[config.mk]
export PLATFORM = sky130hd
export DESIGN_NAME = x_in_to_single_out_flat
export DESIGN_NICKNAME = d
export VERILOG_FILES = /design/src/rtl/x_in_to_single_out_if.sv /design/src/rtl/x_in_to_single_out.sv /design/src/flat_wrapper.sv
export SDC_FILE = /design/constraint.sdc
export NUM_CORES = 1
export LEC_CHECK = 0
export ABC_CLOCK_PERIOD_IN_PS = 5370
export CAP_MARGIN = 20
export CORE_MARGIN = 2
export CORE_UTILIZATION = 51
export DETAILED_ROUTE_END_ITERATION = 8
export PLACE_DENSITY_LB_ADDON = 0.15
export SYNTH_ARGS = -nofsm -noshare
export SYNTH_HDL_FRONTEND = slang
export SYNTH_SLANG_ARGS = --single-unit
export TNS_END_PERCENT = 30
[constraint.sdc]
create_clock -name clk -period 5.37 [get_ports clk]
set_clock_uncertainty 0.15 [all_clocks]
set_input_delay 0.8055 -clock clk [delete_from_list [all_inputs] [get_ports clk]]
set_output_delay 0.8055 -clock clk [all_outputs]
set_load 0.005 [all_outputs]
[src/rtl/x_in_to_single_out_if.sv]
// Handshake bundle for the parallel-to-serial collector: parallel word and
// start request in, serial bit stream with valid/ready and frame markers out.
interface x_in_to_single_out_if #(
   parameter int unsigned NUM_INS = 8
);
   logic [NUM_INS-1:0] in;
   logic               start;
   logic               out_ready;
   logic               out;
   logic               out_valid;
   logic               out_first;
   logic               out_last;
   logic               busy;

   // master: the agent supplying words and consuming the serial stream
   modport master (
      output in, start, out_ready,
      input  out, out_valid, out_first, out_last, busy
   );

   // slave: the collector itself
   modport slave (
      input  in, start, out_ready,
      output out, out_valid, out_first, out_last, busy
   );
endinterface

[src/rtl/x_in_to_single_out.sv]
// Parallel-to-serial collector: snapshots an NUM_INS-bit word on start and
// streams it LSB first, one bit per accepted beat, with first/last markers.
module x_in_to_single_out #(
   parameter int unsigned NUM_INS = 8
) (
   input logic                 clk,
   input logic                 rst,
   x_in_to_single_out_if.slave bus
);

   localparam int unsigned    CW   = (NUM_INS > 1) ? $clog2(NUM_INS) : 1;
   localparam logic [CW-1:0]  LAST = CW'(NUM_INS - 1);

   typedef enum logic {IDLE, SHIFT} state_t;

   state_t             state, state_n;
   logic [CW-1:0]      cnt, cnt_n;
   logic [NUM_INS-1:0] snap, snap_n;

   logic out_q, out_n;
   logic valid_q, valid_n;
   logic first_q, first_n;
   logic last_q, last_n;
   logic accept;
   logic bit_n;

   assign accept = valid_q & bus.out_ready;

   always_ff @(posedge clk or negedge rst) begin
      if (!rst) begin
         state   <= IDLE;
         cnt     <= '0;
         snap    <= '0;
         out_q   <= 1'b0;
         valid_q <= 1'b0;
         first_q <= 1'b0;
         last_q  <= 1'b0;
      end else begin
         state   <= state_n;
         cnt     <= cnt_n;
         snap    <= snap_n;
         out_q   <= out_n;
         valid_q <= valid_n;
         first_q <= first_n;
         last_q  <= last_n;
      end
   end

   always_comb begin
      state_n = state;
      cnt_n   = cnt;
      snap_n  = snap;

      unique case (state)
         IDLE: begin
            if (bus.start) begin
               snap_n  = bus.in;
               cnt_n   = '0;
               state_n = SHIFT;
            end
         end
         SHIFT: begin
            if (accept) begin
               if (cnt == LAST) begin
                  cnt_n = '0;
                  // start is honoured only on the accepted last beat (back-to-back)
                  if (bus.start) begin
                     snap_n = bus.in;
                  end else begin
                     state_n = IDLE;
                  end
               end else begin
                  cnt_n = cnt + CW'(1);
               end
            end
         end
         default: state_n = IDLE;
      endcase
   end

   // Outputs are registered from the next-state values, so a stalled beat
   // recomputes identical values and holds without a separate enable.
   always_comb begin
      bit_n = 1'b0;
      for (int unsigned i = 0; i < NUM_INS; i++) begin
         if (cnt_n == CW'(i)) begin
            bit_n = snap_n[i];
         end
      end
      valid_n = (state_n == SHIFT);
      out_n   = valid_n & bit_n;
      first_n = valid_n & (cnt_n == '0);
      last_n  = valid_n & (cnt_n == LAST);
   end

   assign bus.out       = out_q;
   assign bus.out_valid = valid_q;
   assign bus.out_first = first_q;
   assign bus.out_last  = last_q;
   assign bus.busy      = valid_q;

endmodule

[src/flat_wrapper.sv]
// flat-port wrapper written by rule: the top's interface ports become plain ports
module x_in_to_single_out_flat 
#(
   parameter int unsigned NUM_INS = 8
)
  (clk, rst, bus_in, bus_start, bus_out_ready, bus_out, bus_out_valid, bus_out_first, bus_out_last, bus_busy);
  x_in_to_single_out_if #(.NUM_INS(NUM_INS)) bus_i ();
  input logic clk;
  input logic rst;
  input wire logic [$bits(bus_i.in)-1:0] bus_in;
  input wire logic [$bits(bus_i.start)-1:0] bus_start;
  input wire logic [$bits(bus_i.out_ready)-1:0] bus_out_ready;
  output wire logic [$bits(bus_i.out)-1:0] bus_out;
  output wire logic [$bits(bus_i.out_valid)-1:0] bus_out_valid;
  output wire logic [$bits(bus_i.out_first)-1:0] bus_out_first;
  output wire logic [$bits(bus_i.out_last)-1:0] bus_out_last;
  output wire logic [$bits(bus_i.busy)-1:0] bus_busy;
  assign bus_i.in = bus_in;
  assign bus_i.start = bus_start;
  assign bus_i.out_ready = bus_out_ready;
  assign bus_out = bus_i.out;
  assign bus_out_valid = bus_i.out_valid;
  assign bus_out_first = bus_i.out_first;
  assign bus_out_last = bus_i.out_last;
  assign bus_busy = bus_i.busy;
  x_in_to_single_out #(.NUM_INS(NUM_INS)) u_core (.clk(clk), .rst(rst), .bus(bus_i));
endmodule
==> qor.yml, run 1 <==
status: "finished clean"
worstSetupPathType: "in2reg"
core-area_um2: 1350
crit_family: "compound AO/OA/AOI/OAI gates"
cp_max_fo: 8
syn_inst: 61
grt_setup_unrepaired: "no"
cts_hold_buf: 0
drc: 0
min_period_ps: 2780
antenna_found_initial: 0
finalPower_mw: 0.489
path_depth: 7
timing.hold.ws_ps: 335
wl_per_cell_um: 12.8
numClockSinks: 15
row_count: 13
firstDrtPassIters: 4
grt_busiest_layer: "met2"
insertion_delay_ps: 280
port_buffers: 16
die-area_um2: 1810
placed_cells: 90
clk_path_buf_depth: 2
synth_cell_type_count: 30
p_leak_nw: 0.417
start_util: 0.561
hold_start: "u_core.snap[0]$_DFF_PN0_"
grt_max_degree: 16
cts_tree: "yes"
setup_viol: 0
worst-path-buf-inv: 1
end_kind: "register"
cts-resized-gates: 0
area_growth_pct: 24.8
r2r_start: "u_core.cnt[0]$_DFF_PN0_"
fin_setup_tns_ps: 0
r2r_cells: 8
multi_input_area_um2: 352
die_h_um: 42.5
max-slew-margin-rel: 0.568
hold_violations: 0
grt_pass1_wl_mm: 2.21
seq_area_um2: 375
post-route-period-util: 0.517
synth_nets: 75
dp_hpwl_um: 950
maxCapViolations: 0
hold_path.class: "reg2reg"
layout-drive-gt1-share: 0.190
fin_nets: 94
drt_iter0_drc: 4
power.density_nw_per_um2: 518
met3_usage: 0.0517
worst_pin_slew_ps: 647
yosysWarnings: 0
fin_cells: 94
required_ps: 5380
wl_mm: 1.21
grt_use_met2: 0.271
max_stage_delay_ps: 550
ant_nets: 0
slowest_stage: "clkdlybuf4s50_1"
irDropWorstVdd_mv: 0.299
num_vias: 538
root_buffer: "clkbuf_4"
ys_seq_elements: 15
grt_overflow_total: 0
crit_chain: "clkdlybuf4s50_1 > mux2_1 > a22o_1 > mux4_1 > a221oi_2 > a311o_1 > a21oi_1"
diodes: 0
postCtsSetupBuffers: 0
die_w_um: 42.5
boundaryPins: 17
fill_cells: 107
crit_start: "bus_out_ready"
ys_seq_area_frac: 0.496
setup.worst_path.start_class: "input port"
grt_pass1_vias: 507
path_clk_slew_ps: 90
slew_viol_final: 0
avgViaCountPerCell: 5.72
h-tree-depth: 1
fmax_ghz: 0.360
cts_inserted_buffers: 3
place.gp.congestion: 0.700
grtUsageTotal: 0.163
mappedNetlistArea_um2: 757
hold_path_depth: 2
arrival_ps: 2790
syn_area_per_cell_um2: 12.4
use_met1: 0.207
## cells by family (layout without fill, tap and decap cells)
| family | Yosys count | after routing | synth area share |
|---|---|---|---|
| buffers and inverters | 5 | 23 | 0.0397 |
| AND/OR/NAND/NOR | 18 | 18 | 0.137 |
| flip-flops | 15 | 15 | 0.496 |
| multiplexers | 10 | 10 | 0.167 |
| adder cells (fa/ha/maj) | 2 | 2 | 0.0331 |
| AO/OA/AOI/OAI | 11 | 11 | 0.127 |
## cells in the mapped netlist
master | instances | area share
nand2_1 | 4 | 0.020
and2_1 | 2 | 0.017
a221o_1 | 1 | 0.013
buf_6 | 1 | 0.015
a211oi_1 | 1 | 0.0099
mux2_1 | 1 | 0.015
nor3_1 | 1 | 0.0066
a21oi_2 | 1 | 0.012
nand2_4 | 1 | 0.015
a221oi_2 | 1 | 0.020
buf_4 | 1 | 0.0099
a22o_1 | 2 | 0.023
nor4_1 | 1 | 0.0083
mux4_1 | 1 | 0.035
nor3b_1 | 2 | 0.020
ha_1 | 2 | 0.033
nor2b_1 | 2 | 0.017
nand4_1 | 1 | 0.0083
mux2_2 | 7 | 0.10
a21oi_1 | 1 | 0.0066
mux2i_1 | 1 | 0.013
o21ai_0 | 1 | 0.0066
nand3_1 | 1 | 0.0066
dfrtp_1 | 15 | 0.50
nor2_1 | 2 | 0.0099
a21boi_0 | 1 | 0.0099
nand3b_1 | 1 | 0.0099
a21bo_2 | 1 | 0.013
a311o_1 | 1 | 0.013
inv_1 | 3 | 0.015
## sequential cells by signal, indices dropped and copies added, names as in the netlist
name,flops
u_core.bus.out_first,1
u_core.state,1
u_core.bus.out_last,1
u_core.bus.out,1
u_core.cnt,3
u_core.snap,8
## final timing paths
kind / endpoint / slack (ps)
worst max-delay path: u_core.bus.out$_DFF_PN0_ / 2590
worst min register to register: u_core.snap[0]$_DFF_PN0_ / 330
max in group asynchronous: u_core.cnt[0]$_DFF_PN0_ / 3880
worst min-delay path: u_core.snap[0]$_DFF_PN0_ / 330
worst max register to register: u_core.bus.out$_DFF_PN0_ / 2810
min in group asynchronous: u_core.snap[6]$_DFF_PN0_ / 770
## per-layer routing
metal,vias up,wire (um)
met2,13,577
met4,0,0
met1,265,576
met5,-,0
met3,0,52
li1,260,-
## placed cells by master, fill, tap and decap left out, types with 2 or more instances in the layout
master	synthesis	final
a22o_1	2	2
nor2_1	2	2
ha_1	2	2
and2_1	2	2
nor3b_1	2	2
mux2_2	7	7
clkbuf_4	0	3
inv_1	3	3
nor2b_1	2	2
dfrtp_1	15	15
clkdlybuf4s50_1	0	16
nand2_1	4	4
## stage by stage
stage / instance area [um2] / setup slack [ps] / util
finish: 945 / 2590 / 0.700
global route: 945 / 2480 / 0.700
CTS: 945 / 2600 / 0.700
detailed placement: 917 / 2310 / 0.679
global placement: 917 / 2330 / 0.679
floorplan: 757 / 2930 / -
## worst register-to-register path, cell delays in order (launching register included)
cell	delay, ps
dfrtp_1	410
ha_1	210
ha_1	190
a21bo_2	270
nand2_4	150
mux4_1	590
a221oi_2	280
a311o_1	140
a21oi_1	60
## power by group
group | leakage (nW) | switching (mW) | internal, mW
Clock | 0.0177 | 0.0352 | 0.0276
Sequential | 0.182 | 0.0235 | 0.165
Combinational | 0.218 | 0.109 | 0.129
## cell type report
cell class | instances | area share
inverter | 3 | 0.0119
sequential | 15 | 0.397
clock inverter | 1 | 0.00530
tap | 15 | 0.0199
clock buffer | 3 | 0.0238
multi-input combinational | 41 | 0.372
timing repair buffer | 16 | 0.170
(Power assumes the default switching activity.)
==> run 2, diff against run 1 <==
Settings changed: ABC_CLOCK_PERIOD_IN_PS 5370 to 2360, CORE_UTILIZATION 51 to 43.
Clock period 5.37 ns to 2.36 ns, I/O delays scaled along.
==> qor.yml, run 2 (same netlist as run 1, synthesis figures left out) <==
h-tree-depth: 1
grt_overflow_total: 0
setup.worst_path.start_class: "register"
required_ps: 2370
grt_pass1_vias: 571
min_period_ps: 2270
grtUsageTotal: 0.166
area_growth_pct: 35.2
p_leak_nw: 0.453
seq_area_um2: 375
cts_inserted_buffers: 3
worstSetupPathType: "reg2reg"
boundaryPins: 17
postLayoutCellArea_um2: 1020
drt_iter0_drc: 12
die_h_um: 46.0
wl_per_cell_um: 13.5
num_vias: 569
die_w_um: 46.0
die-area_um2: 2110
core-area_um2: 1690
largest_reg_flops: 8
status: "finished clean"
start_util: 0.448
timing.hold.ws_ps: 322
final_common_cell: "clkdlybuf4s50_1"
place.gp.congestion: 0.742
end_kind: "register"
fmax_ghz: 0.440
finalPower_mw: 1.23
setup_viol: 0
root_buffer: "clkbuf_4"
cts_tree: "yes"
port_buffers: 16
grt_setup_unrepaired: "no"
hold_violations: 0
worst_pin_slew_ps: 670
power.density_nw_per_um2: 1200
fill_cells: 149
numClockSinks: 15
irDropWorstVdd_mv: 0.542
grt_max_degree: 16
final_cell_mix: "16 x clkdlybuf4s50_1, 15 x dfrtp_1, 9 x buf_4"
slew_viol_final: 0
insertion_delay_ps: 280
avgViaCountPerCell: 5.42
firstDrtPassIters: 3
biggestRegsByFlops: "u_core.snap (8), u_core.cnt (3)"
top_register: "u_core.snap"
maxCapViolations: 0
dp_hpwl_mm: 1.13
postPlaceCellArea_um2: 983
row_count: 15
multi_input_area_um2: 360
wl_mm: 1.42
fin_nets: 103
ant_nets: 0
clk_path_buf_depth: 2
antenna_found_initial: 0
cp_max_fo: 4
layout-drive-gt1-share: 0.307
postCtsSetupBuffers: 0
hold_path.class: "in2async"
arrival_ps: 2290
diodes: 0
drc: 0
path_clk_slew_ps: 90
max-slew-margin-rel: 0.552
grt_pass1_wl_mm: 2.46
post-route-period-util: 0.963
-- run 2: path summary, 6_finish.rpt --
kind	startpoint	to	slack [ps]	cells after the start
setup / recovery	u_core.cnt[0]$_DFF_PN0_	u_core.bus.out$_DFF_PN0_	90	8
hold / removal	rst	u_core.bus.out_last$_DFF_PN0_	320	1
setup reg to reg	u_core.cnt[0]$_DFF_PN0_	u_core.bus.out$_DFF_PN0_	90	8
hold reg to reg	u_core.snap[0]$_DFF_PN0_	u_core.snap[0]$_DFF_PN0_	340	2
max in group asynchronous	rst	u_core.snap[4]$_DFF_PN0_	1310	1
min in group clk	u_core.snap[0]$_DFF_PN0_	u_core.snap[0]$_DFF_PN0_	340	2
-- run 2: report_power, final --
group	leakage [nW]	total, mW	internal, mW	switching, mW
registers	0.182	0.428	0.375	0.0531
logic	0.253	0.656	0.375	0.281
clock network	0.0177	0.148	0.0629	0.0847
-- run 2: metrics by stage --
step	setup TNS, ps	utilization	worst slack [ps]	std cells
6_report	0	0.606	88.1	105
5_1_grt	0	0.606	1.09	105
4_1_cts	0	0.599	1.05	105
3_5_place_dp	-177	0.582	-177	101
3_3_place_gp	-127	0.582	-127	101
2_1_floorplan	0	-	3.00	61
-- run 2: timing repair --
action	in CTS	in global routing
hold buffers	0	0
endpoints found under the setup margin	0	1
gates resized for setup	0	3
-- run 2: per-layer routing --
| metal | share of wire | vias up | routed length (um) | GRT usage |
|---|---|---|---|---|
| li1 | - | 278 | - | - |
| met1 | 0.45 | 275 | 644 | 0.211 |
| met2 | 0.49 | 12 | 700 | 0.272 |
| met3 | 0.037 | 4 | 52 | 0.0238 |
| met4 | 0.017 | 0 | 24 | 0.0857 |
| met5 | 0 | - | 0 | 0 |
-- run 2: layout make-up --
cell class | count | area share
Clock buffer | 3 | 0.0220
Clock inverter | 1 | 0.00489
Inverter | 3 | 0.0110
Multi-Input combinational cell | 41 | 0.352
Sequential cell | 15 | 0.367
Tap cell | 17 | 0.0208
Timing Repair Buffer | 25 | 0.222
-- run 2: worst max-delay path: stages (launching register included) --
cell and delay [ps]:
dfrtp_1 390, ha_2 190, ha_2 170, a21bo_2 220, nand2_4 80, mux4_2 500
a221oi_2 250, a311o_1 140, a21oi_1 60
==> run 3, diff against run 2 <==
Settings changed: SETUP_SLACK_MARGIN set to 0.2.
==> qor.yml, run 3 (same netlist as run 1, synthesis figures left out) <==
fin_nets: 106
worstSetupPathType: "reg2reg"
setup_viol: 0
cts_hold_buf: 0
maxCapViolations: 0
ant_nets: 0
cp_max_fo: 4
root_buffer: "clkbuf_4"
postPlaceCellArea_um2: 1000
irDropWorstVdd_mv: 0.540
area_growth_pct: 39.3
drc: 0
min_period_ps: 2260
avgViaCountPerCell: 5.31
r2r-end: "u_core.bus.out$_DFF_PN0_"
insertion_delay_ps: 290
port_buffers: 16
required_ps: 2380
dp_hpwl_mm: 1.05
row_count: 15
grt_pass1_wl_mm: 2.39
power.density_nw_per_um2: 1190
wl_mm: 1.45
top_register: "u_core.snap"
largest_reg_flops: 8
grt_setup_unrepaired: "yes"
worst_pin_slew_ps: 682
layout-drive-gt1-share: 0.330
core-area_um2: 1690
fmax_ghz: 0.442
status: "finished clean"
post-route-period-util: 0.958
r2r_cells: 8
postLayoutCellArea_um2: 1050
diodes: 0
biggestRegsByFlops: "u_core.snap (8), u_core.cnt (3)"
slew_viol_final: 0
place.gp.congestion: 0.732
hold_violations: 0
die_w_um: 46.0
path_clk_slew_ps: 90
r2r_start: "u_core.cnt[1]$_DFF_PN0_"
r2r_slack_ps: 100
cts_tree: "yes"
clk_path_buf_depth: 2
start_util: 0.448
final_cell_mix: "16 x clkdlybuf4s50_1, 15 x dfrtp_1, 12 x buf_4"
die_h_um: 46.0
endpoint: "u_core.bus.out$_DFF_PN0_"
firstDrtPassIters: 3
grt_max_degree: 16
grtUsageTotal: 0.165
cts_inserted_buffers: 3
grt_overflow_total: 0
numClockSinks: 15
h-tree-depth: 1
setup.worst_path.start_class: "register"
grt_pass1_vias: 562
wl_per_cell_um: 13.4
crit_start: "u_core.cnt[1]$_DFF_PN0_"
p_leak_nw: 0.468
boundaryPins: 17
end_kind: "register"
finalPower_mw: 1.26
arrival_ps: 2280
num_vias: 573
drt_iter0_drc: 8
max-slew-margin-rel: 0.544
final_common_cell: "clkdlybuf4s50_1"
hold_path.class: "in2async"
die-area_um2: 2110
antenna_found_initial: 0
==> run 3: cell count changes in the layout (fill, tap and decap cells not counted) <==
| cell | previous run | this run |
|---|---|---|
| a21bo_2 | 1 | 0 |
| a21bo_4 | 0 | 1 |
| a21oi_2 | 0 | 1 |
| buf_4 | 9 | 12 |
| a21oi_4 | 1 | 0 |
| ha_4 | 0 | 1 |
| ha_2 | 2 | 1 |
==> run 3: stage by stage <==
step	util	TNS, ps	hold WS (ps)	setup WS [ps]	instances
4_1_cts	0.620	0	332	105	107
5_1_grt	0.624	0	353	25.7	108
3_5_place_dp	0.595	-175	311	-175	101
3_3_place_gp	0.595	-175	307	-175	101
6_report	0.624	0	321	98.5	108
2_1_floorplan	-	0	-91.6	99.3	61
==> run 3: what timing repair did <==
| item | in CTS | in global routing |
|---|---|---|
| buffers inserted | 2 | 1 |
| pin swaps | 1 | 0 |
| gates resized for setup | 0 | 0 |
| setup endpoints to repair | 1 | 1 |
==> run 3: cell type report <==
class	instances	area [um2]
sequential	15	375
timing repair buffer	28	250
multi-input combinational	41	369
clock inverter	1	5.00
fill	145	634
clock buffer	3	22.5
tap	17	21.3
inverter	3	11.3
==> run 3: worst min-delay path by stage <==
stage                                    end  cells after the start
3_5_place_dp        u_core.snap[0]$_DFF_PN0_                      2
6_report             u_core.cnt[0]$_DFF_PN0_                      1
4_1_cts             u_core.snap[0]$_DFF_PN0_                      2
5_1_grt        u_core.bus.out_last$_DFF_PN0_                      1
3_3_place_gp        u_core.snap[0]$_DFF_PN0_                      2
2_1_floorplan       u_core.bus.out$_DFF_PN0_                      0
==> run 3: critical path, stage by stage, from the launching register on <==
cell and delay, ps:
dfrtp_1 400, ha_2 200, ha_4 160, a21bo_4 210, nand2_4 80, mux4_2 500, a221oi_2 250, a311o_1 140
a21oi_1 60
==> run 3: power by group <==
part           switching (mW)  total [mW]  internal (mW)
logic                   0.279       0.683          0.403
registers              0.0567       0.431          0.375
clock network          0.0812       0.144         0.0630
==> run 3: per-layer routing <==
layer / wire, um / vias to the layer above / global-route usage
met5: 0 / - / 0
met4: 12 / 0 / 0.0857
met3: 49 / 2 / 0.0476
met2: 718 / 11 / 0.267
met1: 665 / 277 / 0.195
li1: - / 283 / -
